===== src/rtl/reg_dump_uart_tx.sv =====
// Register dump initiator: walks reg_sel 0..NUM_REGS-1 and sends each 32-bit value as four
// UART 8N1 frames, MSB byte first. Optional sync/checksum framing under `REG_DUMP_HEADER_EN.
module reg_dump_uart_tx #(
    parameter int CLK_DIV  = 868,
    parameter int NUM_REGS = 32
) (
    input  logic        clk,
    input  logic        rstn,
    input  logic        start,
    output logic [4:0]  reg_sel,
    input  logic [31:0] reg_data,
    output logic        txd,
    output logic        busy,
    output logic        done
);
    localparam int          CW   = $clog2(CLK_DIV);
    localparam logic [4:0]  LAST = 5'(NUM_REGS - 1);

    typedef enum logic [2:0] {IDLE, SEL, LATCH, START, DATA, STOP, NEXT, FIN} state_t;

    state_t         state, state_next;
    logic [CW-1:0]  cnt;
    logic [2:0]     bit_idx;
    logic [1:0]     byte_idx;
    logic [31:0]    shadow;
    logic [7:0]     tx_byte;
    logic           wrap;

    assign wrap = (cnt == CW'(CLK_DIV - 1));

`ifdef REG_DUMP_HEADER_EN
    // The two extra cycles sit at the front: the first SEL/LATCH pass after start only
    // launches the 0xA5 frame, then SEL/LATCH repeat for register 0. The checksum frame
    // starts straight from the last NEXT and its stop bit goes straight to FIN.
    logic       hdr_pend, hdr_frm, sum_frm;
    logic [7:0] csum;

    assign tx_byte = hdr_frm ? 8'hA5 : (sum_frm ? csum : shadow[{byte_idx, 3'b000} +: 8]);
`else
    assign tx_byte = shadow[{byte_idx, 3'b000} +: 8];
`endif

    always_ff @(posedge clk or negedge rstn) begin
        if (!rstn) state <= IDLE;
        else       state <= state_next;
    end

    // txd is decoded from registered state so reset forces the line idle at once.
    always_comb begin
        state_next = state;
        txd        = 1'b1;
        done       = 1'b0;
        case (state)
            IDLE:  if (start) state_next = SEL;
            SEL:   state_next = LATCH;
            LATCH: state_next = START;
            START: begin
                txd = 1'b0;
                if (wrap) state_next = DATA;
            end
            DATA: begin
                txd = tx_byte[bit_idx];
                if (wrap && bit_idx == 3'd7) state_next = STOP;
            end
            STOP: if (wrap) begin
                state_next = (byte_idx != 2'd0) ? START : NEXT;
`ifdef REG_DUMP_HEADER_EN
                if (hdr_frm) state_next = SEL;
                if (sum_frm) state_next = FIN;
`endif
            end
            NEXT: begin
                if (reg_sel != LAST) state_next = SEL;
`ifdef REG_DUMP_HEADER_EN
                else                 state_next = START;
`else
                else                 state_next = FIN;
`endif
            end
            FIN: begin
                done       = 1'b1;
                state_next = IDLE;
            end
            default: state_next = IDLE;
        endcase
    end

    always_ff @(posedge clk or negedge rstn) begin
        if (!rstn) begin
            cnt      <= '0;
            bit_idx  <= '0;
            byte_idx <= '0;
            shadow   <= '0;
            reg_sel  <= '0;
            busy     <= 1'b0;
`ifdef REG_DUMP_HEADER_EN
            hdr_pend <= 1'b0;
            hdr_frm  <= 1'b0;
            sum_frm  <= 1'b0;
            csum     <= '0;
`endif
        end else begin
            // Held at zero outside frames, so every START begins a fresh bit period.
            if ((state == START || state == DATA || state == STOP) && !wrap) cnt <= cnt + CW'(1);
            else                                                           cnt <= '0;
            if (state == DATA && wrap) bit_idx <= bit_idx + 3'd1;
            case (state)
                IDLE: if (start) begin
                    reg_sel <= '0;
                    busy    <= 1'b1;
`ifdef REG_DUMP_HEADER_EN
                    hdr_pend <= 1'b1;
                    csum     <= '0;
`endif
                end
                LATCH: begin
                    shadow   <= reg_data;
                    byte_idx <= 2'd3;
`ifdef REG_DUMP_HEADER_EN
                    if (hdr_pend) begin
                        hdr_pend <= 1'b0;
                        hdr_frm  <= 1'b1;
                        byte_idx <= 2'd0;
                    end else begin
                        csum <= csum ^ reg_data[31:24] ^ reg_data[23:16] ^ reg_data[15:8] ^ reg_data[7:0];
                    end
`endif
                end
                STOP: if (wrap) begin
                    if (byte_idx != 2'd0) byte_idx <= byte_idx - 2'd1;
`ifdef REG_DUMP_HEADER_EN
                    hdr_frm <= 1'b0;
`endif
                end
                NEXT: begin
                    if (reg_sel != LAST) reg_sel <= reg_sel + 5'd1;
`ifdef REG_DUMP_HEADER_EN
                    else                 sum_frm <= 1'b1;
`endif
                end
                FIN: begin
                    busy    <= 1'b0;
                    reg_sel <= '0;
`ifdef REG_DUMP_HEADER_EN
                    sum_frm <= 1'b0;
`endif
                end
                default: ;
            endcase
        end
    end
endmodule


===== config.mk =====
export PLATFORM = sky130hd
export DESIGN_NAME = reg_dump_uart_tx
export DESIGN_NICKNAME = d
export VERILOG_FILES = /design/src/rtl/reg_dump_uart_tx.sv
export SDC_FILE = /design/constraint.sdc
export NUM_CORES = 1
export LEC_CHECK = 0
export ABC_AREA = 1
export CAP_MARGIN = 20
export CORE_MARGIN = 3
export CORE_UTILIZATION = 43
export DETAILED_ROUTE_END_ITERATION = 8
export PLACE_DENSITY = 0.71
export SETUP_SLACK_MARGIN = 0.3
export SLEW_MARGIN = 15
export SYNTH_ARGS = -nofsm -noshare
export SYNTH_HDL_FRONTEND = slang
export SYNTH_SLANG_ARGS = --single-unit

===== constraint.sdc =====
create_clock -name clk -period 2.2 [get_ports clk]
set_clock_uncertainty 0.1 [all_clocks]
set_input_delay 0.44 -clock clk [delete_from_list [all_inputs] [get_ports clk]]
set_output_delay 0.44 -clock clk [all_outputs]
set_load 0.005 [all_outputs]

; After elaboration in Yosys (flattened, before gate mapping)
; Index checks and enable logic that the tools add are counted.
[word_totals]
regBits = 56
input_bits = 35
out_inout_bits = 8
[op_classes]
add_sub_neg = 4
order_cmp = 1
eq_ne = 16
shifts = 1
mux = 20
reduce_logical = 15
[ops]
columns = cell, count
row1 = 32-bit by 6-bit indexed part select with 8-bit output, 1
row2 = 3-bit one-hot mux with 8 select lines, 1
row3 = 3-bit two-way mux, 6
row4 = 3-bit == test (second input constant), 5
row5 = 5-bit one-hot mux with 3 select lines, 1
row6 = 2-bit inequality test (second input constant), 6
row7 = 10-bit by 1-bit adder with 10-bit output (second input constant), 1
row8 = 10-bit == test (second input constant), 1
row9 = 10-bit two-way mux, 1
row10 = 5-bit two-way mux, 2
row11 = 3-bit by 2-bit == test with 1-bit output (second input constant), 2
row12 = 3-bit AND reduction, 2
row13 = 2-bit nonzero test, 3
row14 = 5-bit by 1-bit adder with 5-bit output (second input constant), 1
row15 = 5-bit inequality test (second input constant), 1
row16 = 3-bit by 4-bit less-than comparator with 1-bit output (second input constant), 1
row17 = 2-bit two-way mux, 2
row18 = 1-bit one-hot mux with 2 select lines, 2
row19 = 2-bit one-hot mux with 2 select lines, 1
row20 = 4-bit AND reduction, 1
row21 = 3-bit by 1-bit adder with 3-bit output (second input constant), 1
row22 = 1-bit binary-select mux with 3-bit select, 1
row23 = 3-bit by 1-bit == test with 1-bit output (second input constant), 1
row24 = 1-bit logical AND, 3
row25 = other kinds (7), 10

; Logic depth before layout (Yosys ltp)
; Gate-level depths: netlist of the first run.
[depth]
depth_word = 5
depth_mapped = 11
depth_no_buf = 10

; Least setup slack after synthesis of the first run
; Ideal clock, no wire load.
[synth_path]
path_type = register -> output
from = reg byte_idx[0]
to = out txd
t_arrival_ps = 1195
required_ps = 1660
setup_slack_ps = 465
path_stages_with_launch = 12
path_buffers = 2
cell_sequence = dfrtp_1 -> buf_4 -> inv_2 -> buf_4 -> nand2_1 -> nand3_1 -> nand3_1 -> nand2_1 -> nand2_1 -> nand3_1 -> nand3_1 -> nand2_1
[synth_via]
elab_chain_len = 4
[synth_lines]
columns = item, line
row1 = from (decl), 24  ; logic [1:0] byte_idx;
row2 = from (signal assigned), 130  ; if (byte_idx != 2'd0) byte_idx <= byte_idx - 2'd1;
row3 = 32-bit by 6-bit indexed part select with 8-bit output, 40  ; assign tx_byte = shadow[{byte_idx, 3'b000} +: 8];
row4 = 1-bit binary-select mux with 3-bit select, 62  ; txd = tx_byte[bit_idx];
row5 = 1-bit two-way mux (implied by the code), 62
row6 = 1-bit one-hot mux with 2 select lines, 53  ; case (state)
row7 = to (decl), 12  ; output logic txd,
; Every way passes these cells. The select of a mux whose other input is x is not followed.

; Worst setup path after layout of the first run
; Ends and elaborated chain as after synthesis.

==> results.yml, run 1 <==
detailed_routing:
  drtIter0Drc: 107
  firstDrtPassIters: 4
  drt-met1-wl_mm: 2.66
  met2_length_mm: 2.67
  wl_per_cell_microns: 13.1
  top_layer: "met4"
  vias_per_cell: 5.08
  route.detailed.drc: 0
  vias: 2185
  totalWireLength_mm: 5.65
  ant_nets: 0
  wl_met3_microns: 263
cells_and_area:
  drive_gt1_frac: 0.242
  diodes: 0
  finalInstanceArea_sq_um: 3540
  post-route-util: 0.577
  area_delta_synth_final_pct: 25.5
  layout.nets: 395
  fillers: 533
logic_synthesis:
  yosysWarnings: 0
  synth_common_cells: "nand2_1, dfrtp_1, nand3_1"
  synth_top_flop_cell: "dfrtp_1"
  syn_nets: 337
  synth_cells: 296
  yosysSeqAreaShare: 0.497
  synth_area_leaders: "dfrtp_1, mux2_2, nand2_1"
  syn_area_per_cell_sq_um: 9.53
  synth_most_common_cell: "nand2_1"
  synth_seq_cells: 56
  mappedNetlistArea_sq_um: 2820
  synth_edf_count: 0
  yosys.area.top_type: "dfrtp_1"
  async_flop_share: 1.00
  synth_top_area_share: 0.497
  synth_cell_type_count: 30
timing:
  finalCritPeriodShare: 1.02
  max_slew_margin: 0.680
  fmax_mhz: 447
  hold_viol: 0
  finalMaxSlewViolations: 0
  period_minus_slack_ps: 2240
  rsz0062_at_grt: "true"
  worst_slack_ps: -36.6
  worst_slew_pin_slew_ps: 480
  setup_violations: 1
cts:
  clock_path_buffers: 2
  clk_latency_ps: 310
  clkTransAtPathRegs_ps: 100
  clock-sinks: 56
  cts_tree: "yes"
  cts-buffers-inserted: 5
  cts_root_buf: "clkbuf_8"
  cts_max_level: 2
global_routing:
  grt_max_degree: 35
  grt_overflow: 0
  grt.total_usage: 0.162
  grt_pass1_wl_mm: 9.93
  grt_pass1_vias: 2265
  antenna_found_initial: 0
floorplan:
  die_height_microns: 87.0
  rows: 28
  die_x_microns: 87.0
  io_pins: 43
  core_area_sq_um: 6130
  dieArea_sq_um: 7570
  start_util: 0.460
placed_design:
  preCtsSetupSlack_ps: 0.533
  numPortBuffers: 42
  dpl_cell_area_sq_um: 3340
  dpl.hpwl_mm: 4.18
  place.gp.congestion: 0.815
critical_path:
  path_buf_inv: 2
  cp_data_arrival_time_ps: 1700
  critPathRequiredTime_ps: 1660
  slowest_delay_ps: 480
  crit_type: "flip-flop to output pin"
  cpMostUsedCell: "nand2_1"
  r2r-end: "byte_idx[0]$_DFFE_PN0P_"
  rr_startpoint: "byte_idx[0]$_DFFE_PN0P_"
  start_kind: "flip-flop"
  worstSetupEndpointType: "output pin"
  cp_max_fo: 8
  crit_family: "simple AND/OR/NAND/NOR gates"
  reg2regPathDepth: 8
  slowest_stage: "dfrtp_2"
  crit_chain: "clkinvlp_4 > nand2_1 > nand3_1 > nand3_1 > nand2_1 > nand2_1 > nand3_2 > nand3_1 > nand2_1 > buf_2"
  regToRegSetupSlack_ps: 330
power:
  vdd_ir_drop_max_uv: 665
  power_density_nw_per_um2: 1170
  leakagePower_nw: 1.59
outcome:
  status: "finished with violations"
  violations: "negative setup slack"
worst_hold_path:
  worstHoldPathCells: 1
  hold_end: "cnt[0]$_DFF_PN0_"
  hp-class: "flip-flop to flip-flop"
  min-delay-start: "cnt[0]$_DFF_PN0_"
flow_run:
  maxCapViolations: 0
==> metal layers <==
| metal | vias to the layer above | global-route usage |
|---|---|---|
| li1 | 1100 | - |
| met1 | 1028 | 0.213 |
| met2 | 51 | 0.265 |
| met3 | 6 | 0.0341 |
| met4 | 0 | 0.0552 |
| met5 | - | 0 |
==> placed cells by master (no fill, tap or decap), types with 4 or more instances in the layout <==
cell type        count
nand2_1             61
dfrtp_1             54
clkdlybuf4s50_1     39
nand3_1             35
mux2_2              32
inv_1               22
nor2_1              18
nand2_2             10
buf_4               10
ha_1                 6
a21oi_1              5
nor3_1               5
clkbuf_8             5
o21ai_1              4
o21ai_0              4
==> cells by family after synthesis <==
family / count (synthesis) / share of synthesized area
simple gates: 146 / 0.242
flops: 56 / 0.497
buf+inv: 33 / 0.0528
mux: 32 / 0.128
compound gates: 18 / 0.0386
fa+ha+maj: 6 / 0.0266
xor+xnor: 5 / 0.0155
==> state kept, by name (all words and copies together) (netlist names) <==
signal and flops:
bit_idx 3, busy 1, byte_idx 2, cnt 10, reg_sel 5, shadow 32
state 3
==> how the worst max path moves through the flow <==
stage	start	end	slack, ps	depth (start not counted)
finish	byte_idx[0]$_DFFE_PN0P_	txd	-40	10
detailed placement	byte_idx[0]$_DFFE_PN0P_	txd	0.5	10
CTS	byte_idx[0]$_DFFE_PN0P_	txd	-20	10
global placement	byte_idx[0]$_DFFE_PN0P_	txd	20	10
global route	byte_idx[0]$_DFFE_PN0P_	txd	-230	10
floorplan	byte_idx[0]$_DFFE_PN0P_	txd	460	11
==> power breakdown <==
group          switching, mW  leakage (nW)  total [mW]  internal [mW]
clock network          0.341        0.0414       0.569          0.228
registers              0.280         0.686        1.71           1.43
logic                  0.920         0.866        1.85          0.931
total                   1.54          1.59        4.13           2.59
==> per-stage QoR <==
step                      hold WS [ps]  TNS, ps  instances  power, mW
after floorplan                   44.4        0        296       2.93
after global placement             324        0        413       3.38
after detailed placement           327        0        413       3.44
after CTS                          405    -24.2        429       4.11
after global routing               433     -225        430       4.45
final                              406    -36.6        430       4.13
==> timing repair <==
action                                  CTS  global route
buffers inserted                          4             1
hold buffers                              1             0
hold endpoints to repair                 20             0
gates resized for setup                  13             7
cloned                                    3             0
pin swaps                                 4             1
endpoints found under the setup margin    2             5
==> layout make-up <==
cell class / instances / area (sq um) / area share
Inverter: 26 / 100 / 0.0283
Clock buffer: 6 / 72.6 / 0.0205
Multi-Input combinational cell: 207 / 1300 / 0.367
Sequential cell: 56 / 1400 / 0.397
Timing Repair inverter: 1 / 7.51 / 0.00212
Tap cell: 75 / 93.8 / 0.0265
Clock inverter: 2 / 16.3 / 0.00460
Timing Repair Buffer: 57 / 548 / 0.155
(Power assumes the default switching activity.)
==> inputs of run 2 (changes only) <==
- CORE_UTILIZATION: 43 -> 40
- PLACE_DENSITY: 0.71 -> 0.67
==> run 2 against run 1 <==
  * The flow still finishes with violations (negative setup slack)
  * Register-to-register slack better by 60 ps
  * Worst setup slack lost 54 ps
  * Largest power group unchanged
  * First-iteration DRC count shrank 16%
  * Critical endpoint unchanged
  * Global-route usage shrank 1.3 points
==> results.yml, run 2 (synthesis gave the netlist of run 1 again) <==
cts:
  clock_path_buffers: 2
  cts-buffers-inserted: 5
  clkTransAtPathRegs_ps: 100
  clock-sinks: 56
  clk_latency_ps: 310
  cts_root_buf: "clkbuf_8"
  cts_tree: "yes"
  cts_max_level: 2
floorplan:
  io_pins: 43
  rows: 29
  start_util: 0.427
  core_area_sq_um: 6600
  die_height_microns: 90.0
  die_x_microns: 90.0
  dieArea_sq_um: 8100
cells_and_area:
  diodes: 0
  largest_reg_flops: 32
  layout.nets: 394
  top_regs: "shadow x32, cnt x10, reg_sel x5"
  post-route-util: 0.540
  fillers: 626
  multi_input_area_sq_um: 1300
  area_delta_synth_final_pct: 26.4
  drive_gt1_frac: 0.251
  final_common_cell: "nand2_1"
  sequential_cell_area_sq_um: 1400
  top_register: "shadow"
  final_cell_mix: "nand2_1, dfrtp_1, clkdlybuf4s50_1"
  finalInstanceArea_sq_um: 3570
timing:
  finalCritPeriodShare: 1.04
  worst_slew_pin_slew_ps: 365
  fmax_mhz: 437
  period_minus_slack_ps: 2290
  worst_slack_ps: -90.9
  finalMaxSlewViolations: 0
  setup_violations: 1
  hold_viol: 0
  max_slew_margin: 0.756
  rsz0062_at_grt: "true"
outcome:
  status: "finished with violations"
  violations: "negative setup slack"
placed_design:
  place.gp.congestion: 0.808
  numPortBuffers: 42
  dpl_cell_area_sq_um: 3370
  dpl.hpwl_mm: 4.16
global_routing:
  grt_overflow: 0
  grt_pass1_wl_mm: 10.0
  grt_max_degree: 57
  grt_pass1_vias: 2174
  grt.total_usage: 0.149
  antenna_found_initial: 0
critical_path:
  cpMostUsedCell: "nand2_1"
  start_kind: "flip-flop"
  critPathRequiredTime_ps: 1660
  cp_max_fo: 8
  slowest_stage: "dfrtp_2"
  cp_data_arrival_time_ps: 1750
  slowest_delay_ps: 490
  rr_startpoint: "byte_idx[0]$_DFFE_PN0P_"
  reg2regPathDepth: 7
  crit_type: "flip-flop to output pin"
  crit_chain: "clkinvlp_4 > nand2_1 > nand3_1 > nand3_2 > nand2_1 > nand2_1 > nand3_1 > nand3_1 > nand2_1 > buf_2"
  regToRegSetupSlack_ps: 390
  worstSetupEndpointType: "output pin"
  r2r-end: "byte_idx[0]$_DFFE_PN0P_"
power:
  leakagePower_nw: 1.59
  power.total_mw: 4.16
  power_density_nw_per_um2: 1170
  vdd_ir_drop_max_uv: 590
flow_run:
  maxCapViolations: 0
detailed_routing:
  drtIter0Drc: 90
  vias: 2171
  ant_nets: 0
  wl_per_cell_microns: 12.7
  totalWireLength_mm: 5.66
  route.detailed.drc: 0
  vias_per_cell: 4.86
  firstDrtPassIters: 4
worst_hold_path:
  hp-class: "input port to asynchronous set/reset pin"
run 2: cell types whose count changed in the layout (fill, tap and decap cells not counted), sizes merged:
cell,previous run,this run
clkbuf,6,7
dlygate4sd3,1,0
clkinv,1,0
run 2: where the power goes:
group	switching, mW	internal [mW]	total (mW)
Sequential	0.286	1.43	1.72
Clock	0.330	0.257	0.587
Combinational	0.925	0.934	1.86
Total	1.54	2.62	4.16
run 2: final cells by class:
| cell class | count | share of cell area |
|---|---|---|
| inverters | 26 | 0.0281 |
| clock buffers | 7 | 0.0242 |
| flip-flops and latches | 56 | 0.394 |
| repair buffers | 56 | 0.152 |
| multi-input cells | 207 | 0.365 |
| well taps | 93 | 0.0326 |
| clock inverters | 1 | 0.00210 |
| repair inverters | 1 | 0.00210 |
run 2: how the worst max path moves through the flow:
stage	start	endpoint	slack, ps	cells past startpoint
global placement	byte_idx[0]$_DFFE_PN0P_	txd	0.4	10
finish	byte_idx[0]$_DFFE_PN0P_	txd	-90	10
floorplan	byte_idx[0]$_DFFE_PN0P_	txd	460	11
CTS	byte_idx[0]$_DFFE_PN0P_	txd	-30	10
detailed placement	byte_idx[0]$_DFFE_PN0P_	txd	-20	10
global route	byte_idx[0]$_DFFE_PN0P_	txd	-180	10
run 2: routing by layer:
layer  wire [microns]  global-route usage  vias to the layer above
li1                 -                   -                     1096
met5                0                   0                        -
met4               58              0.0408                        0
met3              235              0.0326                        7
met1             2720               0.204                     1026
met2             2650               0.239                       42
run 2: worst max-delay path: cells and delay by family, from the launching register on:
| kind | cells | cell delay (ps) |
|---|---|---|
| DFF | 1 | 490 |
| buffers and inverters | 2 | 370 |
| and+or+nand+nor | 8 | 590 |
run 2: stage by stage:
step / setup TNS, ps / std cells / hold WS (ps) / worst slack (ps)
after floorplan: 0 / 296 / 44.4 / 465
after global placement: 0 / 431 / 362 / 0.389
after detailed placement: -15.2 / 431 / 360 / -15.2
after CTS: -26.6 / 446 / 18.4 / -26.6
after global routing: -185 / 447 / 14.2 / -185
final: -90.9 / 447 / 5.33 / -90.9
run 2: timing repair:
item / in CTS / in global routing
pin swaps: 5 / 5
hold buffers: 0 / 0
buffers inserted: 4 / 1
gates cloned: 3 / 0
endpoints found under the setup margin: 2 / 2
gates resized for setup: 12 / 11
==> inputs of run 3 (changes only) <==
- ABC_AREA: 1 -> default
==> run 3 against run 2 <==
  * The run ends with negative hold slack, negative setup slack left
  * Core utilization is 0.41 points lower
  * Sequential share of layout area is 1.1 points lower
  * Cell area grew 2.7%
  * Area after synthesis rose by 0.44%
  * Clock power shrank 2%
  * Cell count down 0.45%
  * Clock-buffer cell count is the same
==> results.yml, run 3 <==
outcome:
  status: "finished with violations"
  violations: "negative hold slack, negative setup slack"
logic_synthesis:
  synth_seq_cells: 56
  synth_common_cells: "nand2_1, dfrtp_1, nor2_1"
  mappedNetlistArea_sq_um: 2830
  yosysSeqAreaShare: 0.494
  synth_most_common_cell: "nand2_1"
  synth_area_leaders: "dfrtp_1, nand2_1, mux4_1"
  synth_top_area_share: 0.494
  synth_cells: 292
  synth_cell_type_count: 45
  syn_area_per_cell_sq_um: 9.71
  synth_top_flop_cell: "dfrtp_1"
  synth_edf_count: 0
  yosys.area.top_type: "dfrtp_1"
  yosysWarnings: 0
  async_flop_share: 1.00
  syn_nets: 333
power:
  p_sw_frac: 0.320
  pwr-share-seq: 0.503
  power_density_nw_per_um2: 901
  clkPwrFrac: 0.175
  leakagePower_nw: 1.73
  intPower_mw: 2.24
  p_comb_frac: 0.322
  power.switching_mw: 1.06
  vdd_ir_drop_max_uv: 499
global_routing:
  antenna_found_initial: 0
  grt_max_degree: 57
  grt_overflow: 0
  grt_pass1_vias: 2280
  grt_pass1_wl_mm: 9.98
  grt.total_usage: 0.147
cts:
  cts_root_buf: "clkbuf_8"
  clock_path_buffers: 2
  cts_hold_buf: 0
  clock-sinks: 56
  clkTransAtPathRegs_ps: 100
  cts_tree: "yes"
  cts_max_level: 2
  clk_latency_ps: 300
  cts-buffers-inserted: 5
critical_path:
  crit_type: "flip-flop to output pin"
  start_kind: "flip-flop"
  cp_data_arrival_time_ps: 1930
  crit_chain: "buf_6 > buf_6 > mux4_2 > mux2i_2 > o2111ai_1 > a31o_1 > buf_2"
  cpMostUsedCell: "buf_6"
  cp_max_fo: 3
  critPathRequiredTime_ps: 1660
  slowest_delay_ps: 440
  worstSetupEndpointType: "output pin"
  slowest_stage: "dfrtp_1"
timing:
  fmax_mhz: 405
  timing.setup.tns_ps: -271
  finalMaxSlewViolations: 0
  hold_viol: 3
  worst_hold_slack_ps: -3.40
  setup_violations: 1
  worst_slew_pin_slew_ps: 331
  rsz0062_at_grt: "true"
  max_slew_margin: 0.779
  finalCritPeriodShare: 1.12
  period_minus_slack_ps: 2470
  worst_slack_ps: -271
detailed_routing:
  drt-met1-wl_mm: 2.81
  met2_length_mm: 2.79
  wl_met3_microns: 184
  drtIter0Drc: 109
  route.detailed.drc: 0
  vias_per_cell: 4.93
  top_layer: "met4"
  firstDrtPassIters: 4
  vias: 2192
  ant_nets: 0
  wl_per_cell_microns: 13.1
  totalWireLength_mm: 5.85
floorplan:
  start_util: 0.415
  die_height_microns: 90.2
  rows: 30
  io_pins: 43
  die_x_microns: 90.2
  dieArea_sq_um: 8130
  core_area_sq_um: 6830
flow_run:
  maxCapViolations: 0
cells_and_area:
  layout.nets: 389
  final_common_cell: "nand2_1"
  largest_reg_flops: 32
  final_cell_mix: "nand2_1, dfrtp_1, clkdlybuf4s50_1"
  top_register: "shadow"
  top_regs: "shadow x32, cnt x10, reg_sel x5"
  finalInstanceArea_sq_um: 3660
  drive_gt1_frac: 0.181
  diodes: 0
  area_delta_synth_final_pct: 29.2
placed_design:
  dpl.hpwl_mm: 4.02
  place.gp.congestion: 0.778
  numPortBuffers: 42
  dpl_cell_area_sq_um: 3390
worst_hold_path:
  hp-class: "input port to asynchronous set/reset pin"
==> run 3: changes by cell type after synthesis, sizes merged, moves of 3 or more <==
cell and change:
and3 +4, clkbuf +8, a31oi +4, nand2 +29, mux4 +6, nor3 -7, xor2 +3, nand3 -29
o21ai -4, inv -17, mux2i +6, nor2 -7, mux2 -27
==> run 3: cells by family (layout without fill, tap and decap cells) <==
logic type               count (synthesis)  in the layout  share of synthesized area
flip-flops                              56             56                      0.494
adder cells (fa/ha/maj)                  6              6                     0.0265
AND/OR/NAND/NOR                        145            145                      0.226
multiplexers                            17             17                     0.0954
XOR/XNOR                                 9              9                     0.0278
buffers and inverters                   26             83                     0.0503
AO/OA/AOI/OAI                           33             33                     0.0799
==> run 3: cell type report <==
| type | instances | area (sq um) |
|---|---|---|
| fill | 646 | 3170 |
| multi-input combinational | 210 | 1360 |
| inverter | 9 | 33.8 |
| sequential | 56 | 1400 |
| clock buffer | 7 | 86.3 |
| timing repair buffer | 66 | 653 |
| clock inverter | 1 | 7.51 |
| tap | 96 | 120 |
==> run 3: stage by stage <==
stage                     hold WS (ps)  std cells  utilization  power [mW]  setup slack [ps]
after global placement             352        428        0.496        2.60              -356
final                            -3.40        445        0.536        3.30              -271
after CTS                         25.3        442        0.518        3.27              -311
after global routing              30.3        445        0.536        3.56              -396
after detailed placement           359        428        0.496        2.64              -382
after floorplan                   44.4        292            -        2.36               208
==> run 3: worst max-delay path, delay by kind of cell, from the launching register on <==
kind / cells / cell delay [ps]
AO/OA/AOI/OAI: 2 / 350
buffers and inverters: 3 / 360
flip-flops: 1 / 440
multiplexers: 2 / 460
==> run 3: path summary, 6_finish.rpt <==
path / from / endpoint / slack, ps / depth (start not counted)
worst max-delay path: byte_idx[1]$_DFFE_PN0P_ / txd / -270 / 7
worst min-delay path: rstn / shadow[20]$_DFFE_PN0P_ / -3 / 2
worst max register to register: state[0]$_DFFE_PN0P_ / reg_sel[3]$_DFFE_PN0P_ / 350 / 7
worst min register to register: shadow[13]$_DFFE_PN0P_ / shadow[13]$_DFFE_PN0P_ / 380 / 2
max in group asynchronous: rstn / byte_idx[0]$_DFFE_PN0P_ / 1710 / 2
min in group clk: shadow[13]$_DFFE_PN0P_ / shadow[13]$_DFFE_PN0P_ / 380 / 2
==> run 3: power groups by stage <==
stage                     logic (mW)  clock network (mW)  registers (mW)
after global placement         0.933                   0            1.67
after global routing            1.22               0.624            1.71
after floorplan                0.791                   0            1.57
after detailed placement       0.970                   0            1.67
after CTS                       1.02               0.597            1.66
final                           1.06               0.577            1.66
==> run 3: per-layer routing <==
layer,vias up,global-route usage
li1,1098,-
met1,1061,0.192
met2,29,0.251
met3,4,0.0268
met4,0,0.0434
met5,-,0
==> run 3: what timing repair did <==
item | CTS | global route
setup endpoints to repair | 4 | 23
buffers inserted | 6 | 3
cloned | 0 | 0
pin swaps | 4 | 8
gates resized for setup | 17 | 28
